--- config.mk ---
export PLATFORM = sky130hd
export DESIGN_NAME = microop_datapath
export DESIGN_NICKNAME = d
export VERILOG_FILES = /design/src/rtl/datapath_pkg.sv /design/src/rtl/dp_regfile.sv /design/src/rtl/microop_datapath.sv
export SDC_FILE = /design/constraint.sdc
export NUM_CORES = 1
export LEC_CHECK = 0
export ABC_AREA = 1
export BUFFER_PORTS_ARGS = -buffer_cell sky130_fd_sc_hd__buf_2
export CORE_UTILIZATION = 57
export CTS_CLUSTER_SIZE = 24
export DETAILED_ROUTE_END_ITERATION = 6
export PLACE_DENSITY_LB_ADDON = 0.3
export SLEW_MARGIN = 20
export SYNTH_ARGS = -nofsm -noshare
export SYNTH_HDL_FRONTEND = slang
export SYNTH_HIERARCHICAL = 1
export SYNTH_SLANG_ARGS = --single-unit
--- constraint.sdc ---
create_clock -name clock -period 4.25 [get_ports clock]
set_input_delay 0.2125 -clock clock [delete_from_list [all_inputs] [get_ports clock]]
set_output_delay 0.2125 -clock clock [all_outputs]
set_load 0.02 [all_outputs]
--- src/rtl/datapath_pkg.sv ---
// Shared types for the micro-op datapath: op codes and sequencer states.
package datapath_pkg;

  typedef enum logic [1:0] {
    OP_LDI  = 2'b00,
    OP_ADDI = 2'b01,
    OP_ADD  = 2'b10,
    OP_MOV  = 2'b11
  } op_t;

  typedef enum logic [1:0] {
    S_IDLE = 2'b00,
    S_T0   = 2'b01,
    S_T1   = 2'b10,
    S_T2   = 2'b11
  } state_t;

endpackage

--- src/rtl/dp_regfile.sv ---
// General register file: one synchronous write port, three combinational
// read ports (operand A, operand B, debug). Indices >= NUM_REGS write
// nothing and read as zero.
module dp_regfile #(
  parameter int DATA_W   = 8,
  parameter int NUM_REGS = 4,
  parameter int SEL_W    = 2
) (
  input  logic              clock,
  input  logic              clear,
  input  logic              we,
  input  logic [SEL_W-1:0]  wr_sel,
  input  logic [DATA_W-1:0] wr_data,
  input  logic [SEL_W-1:0]  a_sel,
  output logic [DATA_W-1:0] a_data,
  input  logic [SEL_W-1:0]  b_sel,
  output logic [DATA_W-1:0] b_data,
  input  logic [SEL_W-1:0]  d_sel,
  output logic [DATA_W-1:0] d_data
);

  logic [NUM_REGS-1:0][DATA_W-1:0] regs;

  function automatic logic [DATA_W-1:0] rd(input logic [SEL_W-1:0] s);
    rd = (int'(s) < NUM_REGS) ? regs[s] : '0;
  endfunction

  // Register array update: clear wins, otherwise write the selected entry.
  always_ff @(posedge clock) begin
    if (clear) begin
      regs <= '0;
    end else begin
      for (int i = 0; i < NUM_REGS; i++)
        if (we && int'(wr_sel) == i) regs[i] <= wr_data;
    end
  end

  assign a_data = rd(a_sel);
  assign b_data = rd(b_sel);
  assign d_data = rd(d_sel);

endmodule

--- src/rtl/microop_datapath.sv ---
// Bus datapath with built-in T0/T1/T2 micro-sequencer: one register-transfer
// op per accepted start. Optional carry/zero flags under DATAPATH_FLAGS_EN.
module microop_datapath
  import datapath_pkg::*;
#(
  parameter  int DATA_W   = 8,
  parameter  int NUM_REGS = 4,
  localparam int SEL_W    = $clog2(NUM_REGS)
) (
  input  logic              clock,
  input  logic              clear,
  input  logic              start,
  input  logic [1:0]        op,
  input  logic [SEL_W-1:0]  src,
  input  logic [SEL_W-1:0]  dst,
  input  logic [DATA_W-1:0] imm,
  output logic              busy,
  output logic              done,
  input  logic [SEL_W-1:0]  rd_sel,
  output logic [DATA_W-1:0] rd_data
`ifdef DATAPATH_FLAGS_EN
  ,
  output logic              carry,
  output logic              zero
`endif
);

  state_t            state, state_n;
  op_t               op_q;
  logic [SEL_W-1:0]  src_q, dst_q;
  logic [DATA_W-1:0] imm_q, y_q, z_q, z_next;
  logic [DATA_W-1:0] rf_a, rf_b, opa, opb;
  logic              done_q;
  logic              accept;

  assign accept = (state == S_IDLE) && start;
  assign busy   = (state != S_IDLE);
  assign done   = done_q;

  dp_regfile #(.DATA_W(DATA_W), .NUM_REGS(NUM_REGS), .SEL_W(SEL_W)) u_rf (
    .clock  (clock),
    .clear  (clear),
    .we     (state == S_T2),
    .wr_sel (dst_q),
    .wr_data(z_q),
    .a_sel  (src_q),
    .a_data (rf_a),
    .b_sel  (dst_q),
    .b_data (rf_b),
    .d_sel  (rd_sel),
    .d_data (rd_data)
  );

  // Operand select from the latched op.
  always_comb begin
    opa = (op_q == OP_LDI) ? '0 : rf_a;
    opb = '0;
    case (op_q)
      OP_LDI, OP_ADDI: opb = imm_q;
      OP_ADD:          opb = rf_b;
      default:         opb = '0;
    endcase
  end

`ifdef DATAPATH_FLAGS_EN
  logic carry_n;
  assign {carry_n, z_next} = {1'b0, y_q} + {1'b0, opb};
`else
  assign z_next = y_q + opb;
`endif

  // Sequencer state register.
  always_ff @(posedge clock) begin
    if (clear) state <= S_IDLE;
    else       state <= state_n;
  end

  // Next state: fixed three-step walk, start only honoured in IDLE.
  always_comb begin
    state_n = state;
    case (state)
      S_IDLE:  if (start) state_n = S_T0;
      S_T0:    state_n = S_T1;
      S_T1:    state_n = S_T2;
      default: state_n = S_IDLE;
    endcase
  end

  // Op field latch, Y/Z result latches and the done pulse.
  always_ff @(posedge clock) begin
    if (clear) begin
      op_q   <= OP_LDI;
      src_q  <= '0;
      dst_q  <= '0;
      imm_q  <= '0;
      y_q    <= '0;
      z_q    <= '0;
      done_q <= 1'b0;
    end else begin
      done_q <= (state == S_T2);
      if (accept) begin
        op_q  <= op_t'(op);
        src_q <= src;
        dst_q <= dst;
        imm_q <= imm;
      end
      if (state == S_T0) y_q <= opa;
      if (state == S_T1) z_q <= z_next;
    end
  end

`ifdef DATAPATH_FLAGS_EN
  // Flags: carry from the T1 add, zero from Z at the write step; held otherwise.
  always_ff @(posedge clock) begin
    if (clear) begin
      carry <= 1'b0;
      zero  <= 1'b0;
    end else begin
      if (state == S_T1) carry <= carry_n;
      if (state == S_T2) zero  <= (z_q == '0);
    end
  end
`endif

endmodule

==> key figures, run 1 <==
Run status
  – Status: complete, no violations

Global routing
  – Antenna violations before repair: 0
  – Number of global-route vias before repair: 3325
  – Met2 Use GR: 0.467
  – Grt peak-use layer: met2
  – Largest net degree at the start of global routing: 34
  – GRT met3 Usage: 0.0554
  – Total GRT Usage: 0.287
  – Congestion Overflow GR: 0
  – First-pass GRT wire length: 15.8 mm
  – Met1 Use GR: 0.369

Clocking
  – # Post-CTS Setup Buffers: 0
  – CTS H-tree depth: 3
  – TritonCTS Sinks: 65
  – CTS Hold Bufs: 0
  – Root Buffer Master: clkbuf_8
  – CTS tree: yes
  – Clock slew at reported path FFs: 0.08 ns
  – CTS resizes: 0
  – CTS Buf Count: 9
  – CTS Buffer Depth: 2
  – Worst-skew pair later-pin latency: 0.36 ns

Placed design
  – Placed Cells: 662
  – HPWL Detailed: 6.67 mm
  – GP Congestion: 0.929
  – PortBufs: 28

Timing
  – Fin crit period: 2.57 ns
  – Period utilisation layout: 0.604
  – RSZ-0062 raised after global routing: no
  – Slew @ Worst Pin: 1.07 ns
  – Worst slew margin relative to its limit: 0.289
  – Final setup skew: 0.0105 ns
  – Max frequency: 390 MHz
  – Final Slew Violations: 0
  – Setup TNS: 0 ns
  – # setup viols final: 0
  – Final hold vios: 0

Power
  – Internal power: 1.30 mW
  – Leak Pwr: 2.06 nW
  – Combinational share of power: 0.362
  – Final Power: 2.21 mW
  – Psw: 0.909 mW
  – Switch share: 0.411
  – Clock power frac: 0.236
  – Peak VDD IR: 423 uV
  – Sequential share of power: 0.402
  – Power per cell area: 543 nW/um^2

Drt
  – Routed WL: 9.40 mm
  – DR WL/cell: 13.9 um
  – Vias: 3733
  – Post-DRT Antenna Nets: 0
  – Number of DRC markers in iteration 0: 249
  – Number of vias per cell: 5.51
  – Drt first pass iters: 5
  – DR DRC count: 0

Floorplanning
  – Die height: 83.5 um
  – Die area: 6980 um^2
  – Io pins: 29
  – Core box area: 6390 um^2
  – Die width: 83.5 um
  – Starting Density: 0.593
  – Row cnt: 29

Synthesis
  – Net Count, Synth: 615
  – Cell variety after synth: 29
  – Top post-synthesis cells by area: dfxtp_1 34%, nand2_1 18%, nor2_1 9.5%, o211ai_1 9.5%, inv_1 6.2%
  – Syn avg cell area: 6.49 um^2
  – Sequential area share after synthesis: 0.343
  – Yosys reg bits: 65
  – Synth area leader: dfxtp_1
  – Mapped Area: 3790 um^2
  – Ys Warns: 6
  – Synth Instances: 584
  – Top cell type's share of synthesized area: 0.343

Cells and area
  – Commonest cells after routing, fill and taps aside: 177 x nand2_1, 96 x nor2_1, 65 x dfxtp_1
  – Area delta synth->final: 7.43%
  – Fin util: 0.638
  – ANT cells: 0
  – Final #Nets: 627
  – Final cell count without fillers: 678
  – Fraction of layout cells with a size suffix above 1: 0.0899
  – Commonest non-fill, non-tap cell in the layout: nand2_1
  – Filler cell count: 616

Setup path
  – Arrival time worst endpoint: 2.82 ns
  – Flop2flop setup slack: 1.68 ns
  – Critical Path RT: 4.50 ns
  – Worst Setup Start Kind: flop
  – CP Capture Type: flop
  – CP Max Fanout: 14
  – Worst Path Class, Setup: reg -> reg

Min path
  – Hold Crit Class: in -> reg

Flow run
  – Max Cap Viol: 0
[through the flow]
stage | instance area [um^2] | hold WS, ns | setup WS, ns
after floorplan | 3790 | 0.284 | 1.99
after global placement | 3880 | 0.449 | 1.78
after detailed placement | 3880 | 0.462 | 1.75
after CTS | 4070 | 0.0942 | 1.73
after global routing | 4070 | 0.110 | 1.44
final | 4070 | 0.0946 | 1.68
[cells by family (layout without fill, tap and decap cells)]
kind of cell,Yosys count,after routing,synth area share
DFF,65,65,0.343
AOI/OAI and AO/OA,103,103,0.169
xor gates and xnor gates,3,3,0.00693
and+or+nand+nor,305,305,0.330
adders and majority gates,12,12,0.0416
buffers and inverters,96,113,0.109
[flip-flops by register name, summed over array words and instances (netlist names)]
signal     flops
done           1
dst_q          2
imm_q          8
op_q           2
src_q          2
state          2
u_rf/regs     32
y_q            8
z_q            8
[Yosys cell counts]
| library cell | number |
|---|---|
| o21ai_0 | 17 |
| nand2_4 | 1 |
| buf_2 | 10 |
| clkbuf_1 | 14 |
| nand4_1 | 1 |
| buf_8 | 1 |
| o221ai_1 | 1 |
| nand2_1 | 177 |
| o21ai_1 | 11 |
| o22ai_1 | 1 |
| dfxtp_1 | 65 |
| xor2_1 | 1 |
| inv_2 | 4 |
| nor2_1 | 96 |
| or2_1 | 2 |
| nand3_2 | 1 |
| nand2_2 | 1 |
| fa_1 | 1 |
| xnor2_1 | 2 |
| buf_6 | 3 |
| nor2_4 | 1 |
| nand3_1 | 20 |
| inv_8 | 1 |
| inv_1 | 63 |
| nand3b_1 | 2 |
| a21oi_1 | 25 |
| o211ai_1 | 48 |
| nand3_4 | 3 |
| ha_1 | 11 |
[power by group through the flow]
stage / Combinational, mW / Sequential (mW) / Clock, mW
floorplan: 0.671 / 0.825 / 0
global placement: 0.764 / 0.895 / 0
detailed placement: 0.787 / 0.899 / 0
CTS: 0.791 / 0.885 / 0.527
global route: 0.903 / 0.908 / 0.563
finish: 0.801 / 0.890 / 0.522
[worst max-delay path, cell delays in order, from the launching register on]
cell and delay [ns]:
dfxtp_1 0.72, inv_1 0.30, o211ai_1 0.17, nand2_1 0.10, nand3_1 0.10, nand2_1 0.07
ha_1 0.34, nand2_1 0.12, inv_1 0.04, a21oi_1 0.14, nand2_1 0.09, nand2_1 0.06
nand2_1 0.05, nor2_1 0.12, nor2_1 0.05
[per-layer routing]
layer | wire length (um) | vias up | part of all wire
met2 | 4400 | 123 | 0.47
met5 | 0 | - | 0
li1 | - | 1893 | -
met1 | 4140 | 1701 | 0.44
met4 | 205 | 0 | 0.022
met3 | 651 | 16 | 0.069
[area by class of cell]
cell class	count	area, um^2	area share
Sequential cell	65	1300	0.320
Timing Repair Buffer	29	148	0.0363
Clock inverter	3	40.0	0.00983
Inverter	68	263	0.0645
Tap cell	77	96.3	0.0237
Clock buffer	13	149	0.0366
Multi-Input combinational cell	423	2070	0.510
[final timing paths]
path | end | cells after the start | from
worst max-delay path | z_q[7] | 14 | dst_q[1]
worst min-delay path | imm_q[3] | 3 | imm[3]
worst max register to register | z_q[7] | 14 | dst_q[1]
worst min register to register | imm_q[1] | 2 | imm_q[1]
No activity file was read; power rests on OpenSTA's default activity.
==> run 2: changes to the inputs <==
==> constraint.sdc (replaced) <==
create_clock -name clock -period 2.5 [get_ports clock]
set_input_delay 0.125 -clock clock [delete_from_list [all_inputs] [get_ports clock]]
set_output_delay 0.125 -clock clock [all_outputs]
set_load 0.02 [all_outputs]
==> key figures, run 2 (synthesis gave the netlist of run 1 again) <==
Drt
  – Number of DRC markers in iteration 0: 282 (+13%)
  – DR DRC count: 0 (unchanged)
  – Vias: 3696 (-0.99%)
  – Drt first pass iters: 6 (+1)
  – DR WL/cell: 13.7 um (-1.1%)
  – Post-DRT Antenna Nets: 0 (unchanged)
  – Number of vias per cell: 5.42 (-1.6%)
  – Routed WL: 9.35 mm (-0.52%)

Clocking
  – CTS H-tree depth: 3 (unchanged)
  – # Post-CTS Setup Buffers: 0 (unchanged)
  – CTS resizes: 0 (unchanged)
  – TritonCTS Sinks: 65 (unchanged)
  – CTS Buf Count: 9 (unchanged)
  – Clock slew at reported path FFs: 0.07 ns (about the same)
  – Worst-skew pair later-pin latency: 0.35 ns (about the same)
  – CTS tree: yes
  – Root Buffer Master: clkbuf_8
  – CTS Buffer Depth: 2 (unchanged)

Power
  – Leak Pwr: 2.10 nW (+2.0%)
  – Final Power: 4.00 mW (+81%)
  – Peak VDD IR: 851 uV (+100%)
  – Power per cell area: 959 nW/um^2 (+76%)

Placed design
  – GP Congestion: 0.877 (-5.6%)
  – HPWL Detailed: 6.58 mm (-1.4%)
  – PortBufs: 28 (unchanged)

Timing
  – Worst slew margin relative to its limit: 0.334 (+0.0455)
  – Slew @ Worst Pin: 0.997 ns (-0.0679 ns)
  – Final hold vios: 0 (unchanged)
  – Max frequency: 458 MHz (+18%)
  – RSZ-0062 raised after global routing: no
  – Setup TNS: 0 ns (unchanged)
  – Final Slew Violations: 0 (unchanged)
  – Fin crit period: 2.18 ns (-0.384 ns)
  – Final setup skew: 0.00539 ns (-0.00507 ns)
  – Period utilisation layout: 0.873 (+0.269)
  – # setup viols final: 0 (unchanged)

Cells and area
  – Largest register by flop count: u_rf/regs
  – Commonest cells after routing, fill and taps aside: 177 x nand2_1, 96 x nor2_1, 65 x dfxtp_1
  – ANT cells: 0 (unchanged)
  – Fin util: 0.653 (+0.0155)
  – Largest register FFs: 32 (unchanged)
  – Commonest non-fill, non-tap cell in the layout: nand2_1
  – Filler cell count: 611 (-0.81%)
  – Fraction of layout cells with a size suffix above 1: 0.0992 (+0.00932)
  – Area delta synth->final: 10.0%
  – Final #Nets: 631 (+0.64%)

Flow run
  – Max Cap Viol: 0 (unchanged)

Min path
  – Hold Crit Class: in -> reg
  – WHS Path Cells: 3 (unchanged)
  – Hold Crit Start: imm[2]
  – Worst Hold End: imm_q[2]

Setup path
  – Slowest CP cell: fa_1
  – Worst flop-to-flop path startpoint: dst_q[1]
  – Arrival time worst endpoint: 2.44 ns (-0.38 ns)
  – CP Max Fanout: 8 (-6)
  – Top delay family on crit path: simple AND/OR/NAND/NOR gates
  – CP bufs+invs: 4 (+2)
  – Worst Path Class, Setup: reg -> reg
  – Reg2Reg Capture Point: z_q[6]
  – Crit-path max cell delay: 0.42 ns (-0.30 ns)
  – Worst Setup Start Kind: flop
  – Flop2flop setup slack: 0.32 ns (-1.37 ns)
  – Worst R2R Path Depth: 14 (unchanged)
  – Critical Path RT: 2.76 ns (-1.74 ns)
  – CP Capture Type: flop
  – CP cell instances: inv_1, o211ai_1, nand2_1, nand3_1, nand2_1, ha_1, inv_1, fa_1, inv_2, nand3_1, nand4_1, nand3_1, nand2_1, inv_1

Floorplanning
  – Die height: 83.5 um (unchanged)
  – Io pins: 29 (unchanged)
  – Starting Density: 0.593 (unchanged)
  – Core box area: 6390 um^2 (unchanged)
  – Die width: 83.5 um (unchanged)
  – Row cnt: 29 (unchanged)
  – Die area: 6980 um^2 (unchanged)

Global routing
  – Antenna violations before repair: 0 (unchanged)
  – First-pass GRT wire length: 15.3 mm (-3.0%)
  – Total GRT Usage: 0.279 (-0.00777)
  – Largest net degree at the start of global routing: 38 (+12%)
  – Congestion Overflow GR: 0 (unchanged)
  – Number of global-route vias before repair: 3269 (-1.7%)

Run status
  – Status: complete, no violations
-- run 2: timing repair --
action                                  CTS  global route
endpoints found under the hold margin     1             0
hold buffers                              1             0
endpoints found under the setup margin    0             0
-- run 2: area by class of cell --
class                      count  area (um^2)  share of cell area
timing repair buffer          33          193              0.0462
clock inverter                 7          119              0.0285
clock buffer                   9          124              0.0297
sequential                    65         1300               0.312
inverter                      68          263              0.0630
multi-input combinational    423         2070               0.497
tap                           77         96.3              0.0231
-- run 2: worst max-delay path by stage --
stage          endpoint  slack, ns  cells past startpoint  startpoint
2_1_floorplan    z_q[4]       0.24                     14    dst_q[0]
3_3_place_gp     z_q[4]       0.46                     14    dst_q[1]
3_5_place_dp     z_q[4]       0.36                     14    dst_q[1]
4_1_cts          z_q[4]       0.34                     14    dst_q[1]
5_1_grt          z_q[5]       0.09                     13    dst_q[1]
6_report         z_q[6]       0.32                     14    dst_q[1]
-- run 2: per-stage QoR --
| step | hold slack (ns) | cells | area, um^2 | setup WS [ns] |
|---|---|---|---|---|
| CTS | 0.00433 | 682 | 4170 | 0.338 |
| global route | 0.0169 | 682 | 4170 | 0.0871 |
| floorplan | 0.196 | 584 | 3790 | 0.244 |
| finish | 0.0194 | 682 | 4170 | 0.318 |
| global placement | 0.361 | 665 | 3920 | 0.457 |
| detailed placement | 0.368 | 665 | 3920 | 0.361 |
-- run 2: power by group --
group,switching (mW),internal (mW),total (mW)
logic,0.940,0.516,1.46
clock network,0.430,0.661,1.09
registers,0.212,1.24,1.45
-- run 2: routing by layer --
metal | global-route usage | part of all wire | vias to the layer above
met5 | 0 | 0 | -
met4 | 0.131 | 0.031 | 0
met3 | 0.0613 | 0.060 | 26
met2 | 0.447 | 0.47 | 113
met1 | 0.358 | 0.44 | 1660
li1 | - | - | 1897
-- run 2: worst reg2reg max path, stage by stage (launching register included) --
cell      delay [ns]
dfxtp_1         0.37
inv_1           0.24
o211ai_1        0.14
nand2_1         0.08
nand3_1         0.08
nand2_1         0.09
ha_1            0.16
inv_1           0.06
fa_1            0.42
inv_2           0.08
nand3_1         0.09
nand4_1         0.08
nand3_1         0.08
nand2_1         0.08
inv_1           0.03
